--- config.mk ---
export PLATFORM = sky130hd
export DESIGN_NAME = uart_rx_sampler_flat
export DESIGN_NICKNAME = d
export VERILOG_FILES = /design/src/rtl/uart_rx_sampler_if.sv /design/src/rtl/uart_rx_sampler.sv /design/src/flat_wrapper.sv
export SDC_FILE = /design/constraint.sdc
export NUM_CORES = 1
export LEC_CHECK = 0
export ABC_AREA = 1
export BUFFER_PORTS_ARGS = -buffer_cell sky130_fd_sc_hd__buf_4
export CORE_ASPECT_RATIO = 0.9
export CORE_MARGIN = 8
export CORE_UTILIZATION = 40
export CTS_CLUSTER_DIAMETER = 150
export DETAILED_ROUTE_END_ITERATION = 7
export GPL_ROUTABILITY_DRIVEN = 0
export HOLD_SLACK_MARGIN = 0.06
export PLACE_DENSITY = 0.66
export RECOVER_POWER = 50
export SYNTH_ARGS = -nofsm -noshare
export SYNTH_HDL_FRONTEND = slang
export SYNTH_SLANG_ARGS = --single-unit
--- constraint.sdc ---
create_clock -name clk -period 4.5 [get_ports clk]
set_input_delay 0 -clock clk [delete_from_list [all_inputs] [get_ports clk]]
set_output_delay 0 -clock clk [all_outputs]
set_load 0.005 [all_outputs]
--- src/rtl/uart_rx_sampler_if.sv ---
// Byte-stream bundle between the serial receiver and its consumer.
//   rx_serial  raw serial line into the receiver (idle high, asynchronous)
//   rx_dat     last good received byte
//   rx_stb     one-cycle pulse: rx_dat newly valid
//   rx_err     one-cycle pulse: framing error
//   rx_active  receiver busy with a frame (or waiting out a line break)
// master = receiver side, slave = line driver / byte consumer side.
interface uart_rx_sampler_if;
  logic       rx_serial;
  logic [7:0] rx_dat;
  logic       rx_stb;
  logic       rx_err;
  logic       rx_active;

  modport master (
    input  rx_serial,
    output rx_dat,
    output rx_stb,
    output rx_err,
    output rx_active
  );

  modport slave (
    output rx_serial,
    input  rx_dat,
    input  rx_stb,
    input  rx_err,
    input  rx_active
  );
endinterface

--- src/rtl/uart_rx_sampler.sv ---
// 8N1 LSB-first serial receiver. The raw line is synchronised (2 flops plus
// one extra stage, rs_r), the start bit is confirmed by a mid-symbol vote, and
// every bit is taken as the 3-tap majority of rs_r at counter mid-1/mid/mid+1.
// A good stop bit loads rx_dat and pulses rx_stb; a low stop bit pulses rx_err
// and parks the receiver until the line returns high.
// Ports:
//   clk  system clock
//   rst  synchronous reset, active-high
//   bus  uart_rx_sampler_if.master (rx_serial in; rx_dat/rx_stb/rx_err/rx_active out)
// Parameters:
//   sym_cnt  clocks per symbol (>= 8)
//   SCW      symbol counter width, 2**SCW > sym_cnt
module uart_rx_sampler #(
  parameter int sym_cnt = 2500,
  parameter int SCW     = 12
) (
  input  logic               clk,
  input  logic               rst,
  uart_rx_sampler_if.master  bus
);

  localparam logic [2:0] ST_IDLE  = 3'd0;
  localparam logic [2:0] ST_START = 3'd1;
  localparam logic [2:0] ST_DATA  = 3'd2;
  localparam logic [2:0] ST_STOP  = 3'd3;
  localparam logic [2:0] ST_BREAK = 3'd4;

  localparam logic [SCW-1:0] MID_M1   = SCW'(sym_cnt / 2 - 1);
  localparam logic [SCW-1:0] MID      = SCW'(sym_cnt / 2);
  localparam logic [SCW-1:0] MID_P1   = SCW'(sym_cnt / 2 + 1);
  localparam logic [SCW-1:0] SYM_LAST = SCW'(sym_cnt - 1);

  // 2-of-3 majority used for every bit decision
  function automatic logic maj3(input logic a, input logic b, input logic c);
    return (a & b) | (a & c) | (b & c);
  endfunction

  logic           sync1_r;
  logic           sync2_r;
  logic           rs_r;
  logic [2:0]     state_r;
  logic [SCW-1:0] cnt_r;
  logic [2:0]     bit_idx_r;
  logic [7:0]     shift_r;
  logic           samp_lo_r;
  logic           samp_mid_r;
  logic [7:0]     rx_dat_r;
  logic           rx_stb_r;
  logic           rx_err_r;
  logic           rx_active_r;
  logic           vote_s;
  logic           cnt_end_s;
  logic [SCW-1:0] cnt_inc_s;

  // Third tap is the live rs_r at mid+1, so the vote is ready on that cycle.
  assign vote_s    = maj3(samp_lo_r, samp_mid_r, rs_r);
  assign cnt_end_s = (cnt_r == SYM_LAST);
  assign cnt_inc_s = cnt_end_s ? {SCW{1'b0}} : cnt_r + {{(SCW-1){1'b0}}, 1'b1};

  // Line synchroniser; flops preset to 1 so reset looks like an idle line
  always_ff @(posedge clk) begin
    if (rst) begin
      sync1_r <= 1'b1;
      sync2_r <= 1'b1;
      rs_r    <= 1'b1;
    end else begin
      sync1_r <= bus.rx_serial;
      sync2_r <= sync1_r;
      rs_r    <= sync2_r;
    end
  end

  // Capture the first two vote taps of the current symbol
  always_ff @(posedge clk) begin
    if (rst) begin
      samp_lo_r  <= 1'b1;
      samp_mid_r <= 1'b1;
    end else if (cnt_r == MID_M1) begin
      samp_lo_r  <= rs_r;
    end else if (cnt_r == MID) begin
      samp_mid_r <= rs_r;
    end else begin
      samp_lo_r  <= samp_lo_r;
      samp_mid_r <= samp_mid_r;
    end
  end

  // Frame state machine, symbol counter, shift register and registered outputs
  always_ff @(posedge clk) begin
    if (rst) begin
      state_r     <= ST_IDLE;
      cnt_r       <= {SCW{1'b0}};
      bit_idx_r   <= 3'd0;
      shift_r     <= 8'h00;
      rx_dat_r    <= 8'h00;
      rx_stb_r    <= 1'b0;
      rx_err_r    <= 1'b0;
      rx_active_r <= 1'b0;
    end else begin
      rx_stb_r <= 1'b0;
      rx_err_r <= 1'b0;
      case (state_r)
        ST_IDLE: begin
          cnt_r       <= {SCW{1'b0}};
          bit_idx_r   <= 3'd0;
          rx_active_r <= 1'b0;
          if (!rs_r) begin
            state_r <= ST_START;
          end else begin
            state_r <= ST_IDLE;
          end
        end
        ST_START: begin
          cnt_r <= cnt_inc_s;
          if (cnt_r == MID_P1) begin
            if (vote_s) begin
              // start bit did not hold low: treat as a glitch
              state_r <= ST_IDLE;
              cnt_r   <= {SCW{1'b0}};
            end else begin
              rx_active_r <= 1'b1;
            end
          end else if (cnt_end_s) begin
            state_r <= ST_DATA;
          end else begin
            state_r <= ST_START;
          end
        end
        ST_DATA: begin
          cnt_r <= cnt_inc_s;
          if (cnt_r == MID_P1) begin
            shift_r <= {vote_s, shift_r[7:1]};
          end else begin
            shift_r <= shift_r;
          end
          if (cnt_end_s) begin
            if (bit_idx_r == 3'd7) begin
              state_r <= ST_STOP;
            end else begin
              bit_idx_r <= bit_idx_r + 3'd1;
            end
          end else begin
            state_r <= ST_DATA;
          end
        end
        ST_STOP: begin
          // Leave at mid-stop so a back-to-back start edge is not missed
          if (cnt_r == MID_P1) begin
            cnt_r <= {SCW{1'b0}};
            if (vote_s) begin
              rx_dat_r <= shift_r;
              rx_stb_r <= 1'b1;
              state_r  <= ST_IDLE;
            end else begin
              rx_err_r <= 1'b1;
              state_r  <= ST_BREAK;
            end
          end else begin
            cnt_r <= cnt_inc_s;
          end
        end
        ST_BREAK: begin
          cnt_r <= {SCW{1'b0}};
          if (rs_r) begin
            state_r     <= ST_IDLE;
            rx_active_r <= 1'b0;
          end else begin
            state_r <= ST_BREAK;
          end
        end
        default: begin
          state_r     <= ST_IDLE;
          cnt_r       <= {SCW{1'b0}};
          rx_active_r <= 1'b0;
        end
      endcase
    end
  end

  assign bus.rx_dat    = rx_dat_r;
  assign bus.rx_stb    = rx_stb_r;
  assign bus.rx_err    = rx_err_r;
  assign bus.rx_active = rx_active_r;

endmodule
--- src/flat_wrapper.sv ---
// flat-port wrapper written by rule: the top's interface ports become plain ports
module uart_rx_sampler_flat 
#(
  parameter int sym_cnt = 2500,
  parameter int SCW     = 12
)
  (clk, rst, bus_rx_serial, bus_rx_dat, bus_rx_stb, bus_rx_err, bus_rx_active);
  uart_rx_sampler_if bus_i ();
  input  logic clk;
  input  logic rst;
  input wire logic [$bits(bus_i.rx_serial)-1:0] bus_rx_serial;
  output wire logic [$bits(bus_i.rx_dat)-1:0] bus_rx_dat;
  output wire logic [$bits(bus_i.rx_stb)-1:0] bus_rx_stb;
  output wire logic [$bits(bus_i.rx_err)-1:0] bus_rx_err;
  output wire logic [$bits(bus_i.rx_active)-1:0] bus_rx_active;
  assign bus_i.rx_serial = bus_rx_serial;
  assign bus_rx_dat = bus_i.rx_dat;
  assign bus_rx_stb = bus_i.rx_stb;
  assign bus_rx_err = bus_i.rx_err;
  assign bus_rx_active = bus_i.rx_active;
  uart_rx_sampler #(.sym_cnt(sym_cnt), .SCW(SCW)) u_core (.clk(clk), .rst(rst), .bus(bus_i));
endmodule
-- After elaboration in Yosys (flattened, before gate mapping)
Index checks and enable logic that the tools add are counted.
- add/sub/neg operators: 2
- equal/unequal tests: 17
- muxes and demuxes: 24
- bitwise logic cells: 9
- reductions and logical operators: 10
- operator list (kind ; count):
    $mux 12 ; 4
    $eq 12x11->1 const B ; 3
    $pmux 12 s3 ; 1
    $mux 3 ; 9
    $pmux 3 s5 ; 1
    $add 12x1->12 const B ; 1
    $eq 12x12->1 const B ; 1
    $reduce_and 3->1 ; 3
    $ne 2x1->1 const B ; 4
    $eq 3x2->1 const B ; 2
    $eq 3x3->1 const B ; 2
    $mux 1 ; 6
    $pmux 3 s2 ; 1
    $ne 2x2->1 const B ; 2
    $not 1->1 ; 4
    $reduce_and 2->1 ; 2
    $reduce_and 4->1 ; 1
    $add 3x1->3 const B ; 1
    $and 1x1->1 ; 3
    $eq 3x1->1 const B ; 1
    $logic_not 3->1 ; 1
    $ne 3x2->1 const B ; 1
    $ne 3x3->1 const B ; 1
    $pmux 1 s3 ; 1
    5 further kinds ; 6
- register bits: 42
- input port bits: 3
- output and inout bits: 11
- word-level logic and storage cells: 75

-- Logic depth before layout (Yosys ltp)
Gate-level depths: netlist (run 1).
- depth in word-level cells: 6
- depth in mapped cells: 10
- depth with buffers taken out: 10

-- Least setup slack after synthesis (run 1)
OpenSTA, ideal clock, no wires.
- path kind: reg2reg
- from: register u_core.cnt_r[0]
- to: register u_core.cnt_r[10]
- library setup time: 0.114 ns
- arrival: 1.342 ns
- required time: 4.386 ns
- setup slack: 3.044 ns
- cell stages (with the launch flop): 10
- buffers on the path: 1
- clock period less this slack: 1.456 ns
- path through: dfxtp_1 > ha_1 > inv_1 > nor2_2 > nand3_4 > nand2_1 > nand3_1 > nand3_2 > buf_6 > nor2_1
- cells in the longest elaborated chain, start to end: 5
- elaborated cells on any way between the ends: 8
- classes of those cells: 1 x add/sub; 2 x eq/ne; 5 x mux
- ends and longest elaborated chain (item ; RTL line ; text):
    from (decl) ; uart_rx_sampler.sv:42 ; logic [SCW-1:0] cnt_r;
    from (signal assigned) ; uart_rx_sampler.sv:92 ; cnt_r <= {SCW{1'b0}};
    from (signal assigned) ; uart_rx_sampler.sv:104 ; cnt_r <= {SCW{1'b0}};
    from (signal assigned) ; uart_rx_sampler.sv:114 ; cnt_r <= cnt_inc_s;
    $add 12x1->12 / $eq 12x12->1 (equally long branches) ; uart_rx_sampler.sv:58, uart_rx_sampler.sv:57 ;
    $mux 12 ; uart_rx_sampler.sv:58 ; assign cnt_inc_s = cnt_end_s ? {SCW{1'b0}} : cnt_r + {{(SCW-1){1'b0}}, 1'b1};
    $mux 12 ; uart_rx_sampler.sv:116 ; if (vote_s) begin
    $mux 12 ; uart_rx_sampler.sv:115 ; if (cnt_r == MID_P1) begin
    $pmux 12 s3 * ; uart_rx_sampler.sv:102 ; case (state_r)
Every way passes the cells marked *; elsewhere a longest branch is shown, timed or not.
A chain may end at the register's enable or synchronous reset.

-- Worst setup path in the final report (run 1)
- from: register u_core.cnt_r[0]
- to: register u_core.rx_dat_r[1], in the netlist u_core.bus.rx_dat[1]
- cells in the longest elaborated chain, start to end: 2
- ends and longest elaborated chain (item ; RTL line ; text):
    $eq 12x11->1 ; uart_rx_sampler.sv:148 ; if (cnt_r == MID_P1) begin
    $reduce_and 3->1 (no source line) ; - ;
    to (signal assigned) ; uart_rx_sampler.sv:151 ; rx_dat_r <= shift_r;
    to (decl) ; uart_rx_sampler.sv:47 ; logic [7:0] rx_dat_r;
No other way between the ends.

==> flow_summary.yaml, run 1 <==
floorplanning:
  die_h_um: 81.9
  initial_core_util_pct: 40.6
  fp.dieW_um: 89.2
  core_um2: 4740
  row_count: 24
  die-area_um2: 7300
  io_pins: 14
final_layout:
  final_area_um2: 2150
  nets: 277
  diodes: 0
  final_common_cell: "dfxtp_1"
  area_growth_pct: 11.7
  drive_gt1_share_pct: 14.4
  mostFrequentLayoutCells: "dfxtp_1 (42), nor2_1 (37), nand2_1 (35)"
setup_path:
  rrSetupSlack_ps: 2540
  crit_path_max_fanout: 16
  r2r_cells: 7
  crit_end: "u_core.bus.rx_dat[1]"
  required_ps: 4740
  endpoint_kind: "flip-flop"
  timing.rr.start: "u_core.cnt_r[0]"
  regToRegEndpoint: "u_core.bus.rx_dat[1]"
  startpoint_type: "flip-flop"
  crit_start: "u_core.cnt_r[0]"
  worst_ep_arrival_time_ps: 2190
  crit_type: "reg -> reg"
run_status:
  status: "finished, final reports clean"
grt:
  overflow: 0
  grt_pass1_wl_mm: 6.47
  grt_max_degree: 21
  grt_pass1_vias: 1491
  antenna_found_initial: 0
  track_usage_pct: 11.4
power:
  seqPwrFrac_pct: 58.4
  switchingPower_mw: 0.151
  switching_share_pct: 23.5
  combinationalPowerShare_pct: 2.6
  leakage_nw: 0.804
  p_int_mw: 0.491
  power_frac_clock_pct: 39.1
  p_per_area_nw_per_um2: 298
  ir_drop_v: 0.000168
timing:
  final-setup-viol-count: 0
  worst_slew_pin_slew_ps: 556
  period_needed_ps: 1960
  holdWs_ps: 416
  hold_viol_final: 0
  fin_skew_ps: 12.1
  fin_tns_setup_ps: 0
  fmax_ghz: 0.511
  finalMaxSlewViolations: 0
  fin_crit_sh_pct: 43.5
  slew_headroom_pct: 63.0
  rsz0062_at_grt: "no"
  finalWorstSetupSlack_ps: 2540
route:
  first_pass_iters: 4
  m1WireLength_mm: 1.82
  drt-wirelength-per-cell_um: 10.9
  ant_nets: 0
  vias: 1596
  wirelength_mm: 3.66
  met2_length_mm: 1.59
  routed.top_layer: "met4"
  first_iter_violations: 100
  dr_wl_met3_um: 181
  viasPerCell: 4.76
  route.detailed.drc: 0
placement:
  portBuffers: 13
  hpwl_mm: 2.65
  placed_cell_area_um2: 2070
  dp_slack_ps: 2820
synth:
  synth_edf_count: 0
  synth_top_area_share_pct: 43.6
  synth-seq-area-share_pct: 43.6
  yosys_warnings: 0
  synth_ff_type: "dfxtp_1"
  synth.distinct_cells: 29
  ys_ff_latch: 42
  synth.avg_cell_area_um2: 7.68
  synth_area_um2: 1930
  synth_fp_nets: 259
  ys_top_cells_by_area: "dfxtp_1 (44%), nand2_1 (6.6%), nor2_1 (6.6%)"
  yosys.area.top_type: "dfxtp_1"
  async_reset_ff_share_pct: 0
  synth_cells: 251
cts:
  h-tree-depth: 2
  cts.clk_slew.worst_paths_ps: 90
  cts_buffers: 5
  cts_tree: "built"
  clockRootBuffer: "clkbuf_8"
  cts.sinks: 42
  clk_latency_ps: 300
  cts_buffer_depth: 2
  cts_setup_buffers: 0
worst_hold_path:
  hold_class: "reg -> reg"
job:
  maxCapViolations: 0
## worst min-delay path by stage
stage | start | endpoint | cells after the start
2_1_floorplan | bus_rx_serial | u_core.sync1_r | 1
3_3_place_gp | bus_rx_serial | u_core.sync1_r | 2
3_5_place_dp | bus_rx_serial | u_core.sync1_r | 2
4_1_cts | u_core.sync1_r | u_core.sync2_r | 1
5_1_grt | u_core.sync1_r | u_core.sync2_r | 1
6_report | u_core.sync2_r | u_core.rs_r | 1
## cells in the mapped netlist, types with 2 or more instances
master,number
o21ai_0,23
nor2_2,5
a21oi_2,3
inv_1,30
nand2_2,3
o21ai_2,2
inv_2,2
or2_2,3
clkbuf_1,2
nor2_1,34
nor2_4,3
xor2_1,6
ha_1,5
nand3_1,11
a21oi_1,23
nand4_1,3
nor3_1,7
dfxtp_1,42
nand2_1,34
## metrics by stage
stage / utilization (%) / std cells / total power [mW]
6_report: 45.4 / 335 / 0.641
3_5_place_dp: 43.5 / 324 / 0.398
5_1_grt: 45.4 / 335 / 0.672
2_1_floorplan: - / 251 / 0.394
3_3_place_gp: 43.5 / 324 / 0.398
4_1_cts: 46.1 / 335 / 0.652
## worst max-delay path: stages (launching register included)
cell	delay (ps)
dfxtp_1	380
ha_1	200
inv_1	60
nor2_1	230
nand3_1	340
nor2_4	420
o21ai_0	130
a21oi_1	140
## layout make-up
type                            count  area (um2)
Tap cell                           65        81.3
Clock buffer                        5        68.8
Clock inverter                      3        23.8
Timing Repair Buffer               16         120
Sequential cell                    42         841
Fill cell                         527        2590
Inverter                           32         120
Multi-Input combinational cell    172         898
## flip-flops by register name, summed over array words and instances, names as in the netlist
register	flops
u_core.bus.rx_dat	8
u_core.samp_mid_r	1
u_core.state_r	3
u_core.bit_idx_r	3
u_core.bus.rx_err	1
u_core.sync2_r	1
u_core.samp_lo_r	1
u_core.sync1_r	1
u_core.cnt_r	12
u_core.bus.rx_active	1
u_core.bus.rx_stb	1
u_core.rs_r	1
u_core.shift_r	8
## cells by family after synthesis
| kind of cell | synth area share [%] |
|---|---|
| and+or+nand+nor | 27.1 |
| xor gates and xnor gates | 2.73 |
| adders and majority gates | 3.24 |
| AOI/OAI and AO/OA | 15.0 |
| buffers and inverters | 8.37 |
| DFF | 43.6 |
## timing repair
item,4_1_cts,5_1_grt
gates resized for setup,0,0
hold buffers,3,0
endpoints found under the hold margin,10,0
setup endpoints to repair,0,0
## metal layers
metal	vias up	GRT usage (%)
li1	844	-
met1	712	14.6
met3	7	3.40
met4	0	5.31
met5	-	0
met2	33	17.1
## power groups by stage
stage	combinational [mW]	clock, mW	sequential (mW)
2_1_floorplan	0.0115	0	0.383
4_1_cts	0.0168	0.261	0.374
6_report	0.0164	0.251	0.374
3_5_place_dp	0.0147	0	0.383
5_1_grt	0.0188	0.279	0.375
3_3_place_gp	0.0146	0	0.383
No activity file was read; power rests on OpenSTA's default activity.
==> run 2, diff against run 1 <==
==> constraint.sdc (replaced) <==
create_clock -name clk -period 2 [get_ports clk]
set_input_delay 0 -clock clk [delete_from_list [all_inputs] [get_ports clk]]
set_output_delay 0 -clock clk [all_outputs]
set_load 0.005 [all_outputs]
==> run 2 against run 1 <==
Against the previous run:
- count of clock-buffer cells in the layout stayed put
- register-to-register slack lost 2300 ps
- first-iteration DRC count up 5.0%
- non-clock buffer count stayed put
- hold slack about the same
==> flow_summary.yaml, run 2 (same netlist as run 1, synthesis figures left out) <==
grt:
  use_met2_pct: 17.1
  grt.busiest_layer: "met2"
  grtUsageMet3_pct: 3.40
  grt_max_degree: 21
  antenna_found_initial: 0
  grt_pass1_wl_mm: 6.47
  track_usage_pct: 11.4
  grt_pass1_vias: 1491
  overflow: 0
  grt.met1_usage_pct: 14.6
floorplanning:
  io_pins: 14
  row_count: 24
  die-area_um2: 7300
  die_h_um: 81.9
  fp.dieW_um: 89.2
  core_um2: 4740
  initial_core_util_pct: 40.6
setup_path:
  crit_type: "reg -> reg"
  slowest_stage: "dfxtp_1"
  worst_ep_arrival_time_ps: 1950
  cp_top_family: "simple AND/OR/NAND/NOR gates"
  worstPathCellList: "nand2_2 > nor2_1 > nand3_4 > nand2_1 > nand2_1 > nor2_1 > nand2_1 > a21oi_1"
  crit_top_cell: "nand2_1"
  crit_path_max_fanout: 6
  slowest_delay_ps: 450
  required_ps: 2220
  crit_buf_inv: 0
  startpoint_type: "flip-flop"
  endpoint_kind: "flip-flop"
job:
  maxCapViolations: 0
cts:
  cts_tree: "built"
  clk_latency_ps: 300
  clockRootBuffer: "clkbuf_8"
  holdBufCountCts: 3
  cts.sinks: 42
  cts_buffers: 5
  ctsResizeCount: 0
  cts_buffer_depth: 2
  cts_setup_buffers: 0
  h-tree-depth: 2
  cts.clk_slew.worst_paths_ps: 90
final_layout:
  area_growth_pct: 12.1
  drive_gt1_share_pct: 14.8
  largest_reg_flops: 12
  top_register: "u_core.cnt_r"
  diodes: 0
  nets: 277
  mostFrequentLayoutCells: "dfxtp_1 (42), nand2_1 (36), nor2_1 (36)"
  final_common_cell: "dfxtp_1"
worst_hold_path:
  hold_class: "reg -> reg"
route:
  vias: 1581
  first_iter_violations: 105
  wirelength_mm: 3.64
  ant_nets: 0
  viasPerCell: 4.72
  first_pass_iters: 4
  route.detailed.drc: 0
  drt-wirelength-per-cell_um: 10.9
placement:
  portBuffers: 13
  hpwl_mm: 2.65
  dp_slack_ps: 324
timing:
  slew_headroom_pct: 62.2
  period_needed_ps: 1730
  hold_viol_final: 0
  fin_tns_setup_ps: 0
  finalWorstSetupSlack_ps: 272
  fin_crit_sh_pct: 86.4
  rsz0062_at_grt: "no"
  fmax_ghz: 0.579
  fin_skew_ps: 11.7
  worst_slew_pin_slew_ps: 567
  final-setup-viol-count: 0
  finalMaxSlewViolations: 0
power:
  leakage_nw: 0.802
  ir_drop_v: 0.000379
  p_per_area_nw_per_um2: 669
run_status:
  status: "finished, final reports clean"
-- run 2: changes by cell type in the layout (fill, tap and decap cells not counted) --
cell     delta
nand2_1     +1
nand2_4     -1
nand3_1     -1
nand3_4     +1
nor2_1      -1
nor2_2      +1
-- run 2: layout make-up --
class                      count  area (um2)
clock inverter                 3        23.8
sequential                    42         841
fill                         526        2580
multi-input combinational    172         906
inverter                      32         120
tap                           65        81.3
clock buffer                   5        68.8
timing repair buffer          16         120
-- run 2: worst paths after layout --
| check | startpoint | endpoint | slack [ps] | depth (start not counted) |
|---|---|---|---|---|
| setup / recovery | u_core.cnt_r[5] | u_core.state_r[0] | 270 | 8 |
| hold / removal | u_core.sync2_r | u_core.rs_r | 420 | 1 |
| setup reg to reg | u_core.cnt_r[5] | u_core.state_r[0] | 270 | 8 |
| hold reg to reg | u_core.sync2_r | u_core.rs_r | 420 | 1 |
-- run 2: routing by layer --
layer	part of all wire, %	routed length [um]
met2	43	1550
met1	51	1850
met4	2.0	72
met3	4.5	164
met5	0	0
-- run 2: power breakdown --
group          switching [mW]  leakage (nW)  internal [mW]
clock                   0.316        0.0408          0.250
combinational          0.0221         0.422         0.0149
sequential            0.00261         0.339          0.840
total                   0.341         0.802           1.10
-- run 2: per-stage QoR --
step	power [mW]	cell area, um2	utilization [%]	hold slack [ps]	instances
after global routing	1.51	2160	45.5	435	335
after detailed placement	0.895	2070	43.5	188	324
final	1.45	2160	45.5	416	335
after floorplan	0.887	1930	-	104	251
after CTS	1.47	2190	46.1	424	335
after global placement	0.895	2070	43.5	185	324
==> run 3, diff against run 2 <==
--- a/config.mk
+++ b/config.mk
@@ -8,7 +8,6 @@
 export ABC_AREA = 1
 export BUFFER_PORTS_ARGS = -buffer_cell sky130_fd_sc_hd__buf_4
 export CORE_ASPECT_RATIO = 0.9
-export CORE_MARGIN = 8
 export CORE_UTILIZATION = 40
 export CTS_CLUSTER_DIAMETER = 150
 export DETAILED_ROUTE_END_ITERATION = 7
==> run 3 against run 2 <==
Against the previous run:
- non-clock buffer count did not move
- die area fell by 30%
- wire length fell by 2.7%
- final area rose by 0.41%
- final cell count fell by 0.90%
- clock skew fell by 1.9 ps
- sequential share of layout area fell by 0.16 points
- critical path depth did not move
- worst setup slack got worse by 11 ps
==> flow_summary.yaml, run 3 (same netlist as run 1, synthesis figures left out) <==
job:
  maxCapViolations: 0
cts:
  cts_buffer_depth: 2
  cts_tree: "built"
  cts_buffers: 5
  h-tree-depth: 2
  cts_setup_buffers: 0
  cts.clk_slew.worst_paths_ps: 80
  cts.sinks: 42
  clk_latency_ps: 290
  clockRootBuffer: "clkbuf_8"
final_layout:
  diodes: 0
  area_growth_pct: 12.5
  utilization_pct: 47.7
  mostFrequentLayoutCells: "dfxtp_1 (42), nor2_1 (35), nand2_1 (34)"
  final_common_cell: "dfxtp_1"
  fillers: 482
  nets: 277
  drive_gt1_share_pct: 15.2
  final_area_um2: 2170
  top_register: "u_core.cnt_r"
  ff_latch_area_um2: 841
  multi_input_area_um2: 920
  largest_reg_flops: 12
  final_cells: 332
setup_path:
  crit_type: "reg -> reg"
  crit_start: "u_core.cnt_r[0]"
  slowest_stage: "dfxtp_1"
  slowest_delay_ps: 370
  worstPathCellList: "ha_1 > inv_1 > nor2_2 > nand3_1 > nor2_1 > nor2_1 > a21oi_1 > nor2_1"
  timing.rr.start: "u_core.cnt_r[0]"
  rrSetupSlack_ps: 260
  crit_path_max_fanout: 4
  endpoint_kind: "flip-flop"
  required_ps: 2190
  startpoint_type: "flip-flop"
  worst_ep_arrival_time_ps: 1930
  crit_top_cell: "nor2_1"
placement:
  placed_cell_area_um2: 2060
  portBuffers: 13
  hpwl_mm: 2.58
  dp_cells: 321
timing:
  hold_viol_final: 0
  fin_tns_setup_ps: 0
  fin_skew_ps: 9.77
  finalMaxSlewViolations: 0
  final-setup-viol-count: 0
  rsz0062_at_grt: "no"
  period_needed_ps: 1740
  worst_slew_pin_slew_ps: 535
  holdWs_ps: 415
  fin_crit_sh_pct: 86.9
  slew_headroom_pct: 64.3
  fmax_ghz: 0.575
grt:
  grt_max_degree: 21
  grt_pass1_vias: 1384
  antenna_found_initial: 0
  grt_pass1_wl_mm: 6.01
  overflow: 0
  track_usage_pct: 15.5
route:
  vias: 1582
  first_pass_iters: 4
  met2_length_mm: 1.64
  ant_nets: 0
  viasPerCell: 4.77
  wirelength_mm: 3.55
  drt-wirelength-per-cell_um: 10.7
  dr_wl_met3_um: 139
  m1WireLength_mm: 1.75
  first_iter_violations: 65
  routed.top_layer: "met4"
  route.detailed.drc: 0
power:
  leakage_nw: 0.812
  ir_drop_v: 0.000331
  p_per_area_nw_per_um2: 660
floorplanning:
  core_um2: 4550
  die-area_um2: 5100
  row_count: 23
  io_pins: 14
  die_h_um: 67.9
  fp.dieW_um: 75.2
  initial_core_util_pct: 42.4
worst_hold_path:
  hold_class: "reg -> reg"
  min_from: "u_core.sync1_r"
run_status:
  status: "finished, final reports clean"
-- run 3: critical path: cells and delay by family, from the launching register on --
family | cells | cell delay (ps)
simple gates | 5 | 860
flops | 1 | 370
fa+ha+maj | 1 | 210
compound gates | 1 | 140
buf+inv | 1 | 70
-- run 3: timing repair --
item | CTS | global route
hold buffers | 3 | 0
hold endpoints to repair | 10 | 0
resized for setup | 0 | 0
-- run 3: where the power goes --
group | internal [mW] | switching [mW] | leakage (nW)
combinational | 0.0149 | 0.0217 | 0.424
clock | 0.278 | 0.274 | 0.0482
sequential | 0.840 | 0.00241 | 0.339
total | 1.13 | 0.298 | 0.812
-- run 3: layout make-up --
class / instances / share of cell area, %
Clock inverter: 1 / 0.231
Tap cell: 62 / 3.58
Multi-Input combinational cell: 172 / 42.4
Inverter: 32 / 5.54
Clock buffer: 7 / 3.98
Sequential cell: 42 / 38.8
Timing Repair Buffer: 16 / 5.54
-- run 3: layer usage --
layer  vias up  track usage (%)
met1       704             21.0
met5         -                0
li1        843                -
met3         2             3.24
met4         0             6.94
met2        33             23.6
-- run 3: worst paths after layout --
check / endpoint / cells after the start
max: u_core.bit_idx_r[1] / 8
min reg2reg: u_core.sync2_r / 1
min: u_core.sync2_r / 1
max reg2reg: u_core.bit_idx_r[1] / 8
-- run 3: stage by stage --
step | worst slack [ps] | power, mW
6_report | 261 | 1.43
5_1_grt | 83.7 | 1.50
4_1_cts | 302 | 1.45
3_5_place_dp | 329 | 0.895
3_3_place_gp | 389 | 0.895
2_1_floorplan | 544 | 0.887
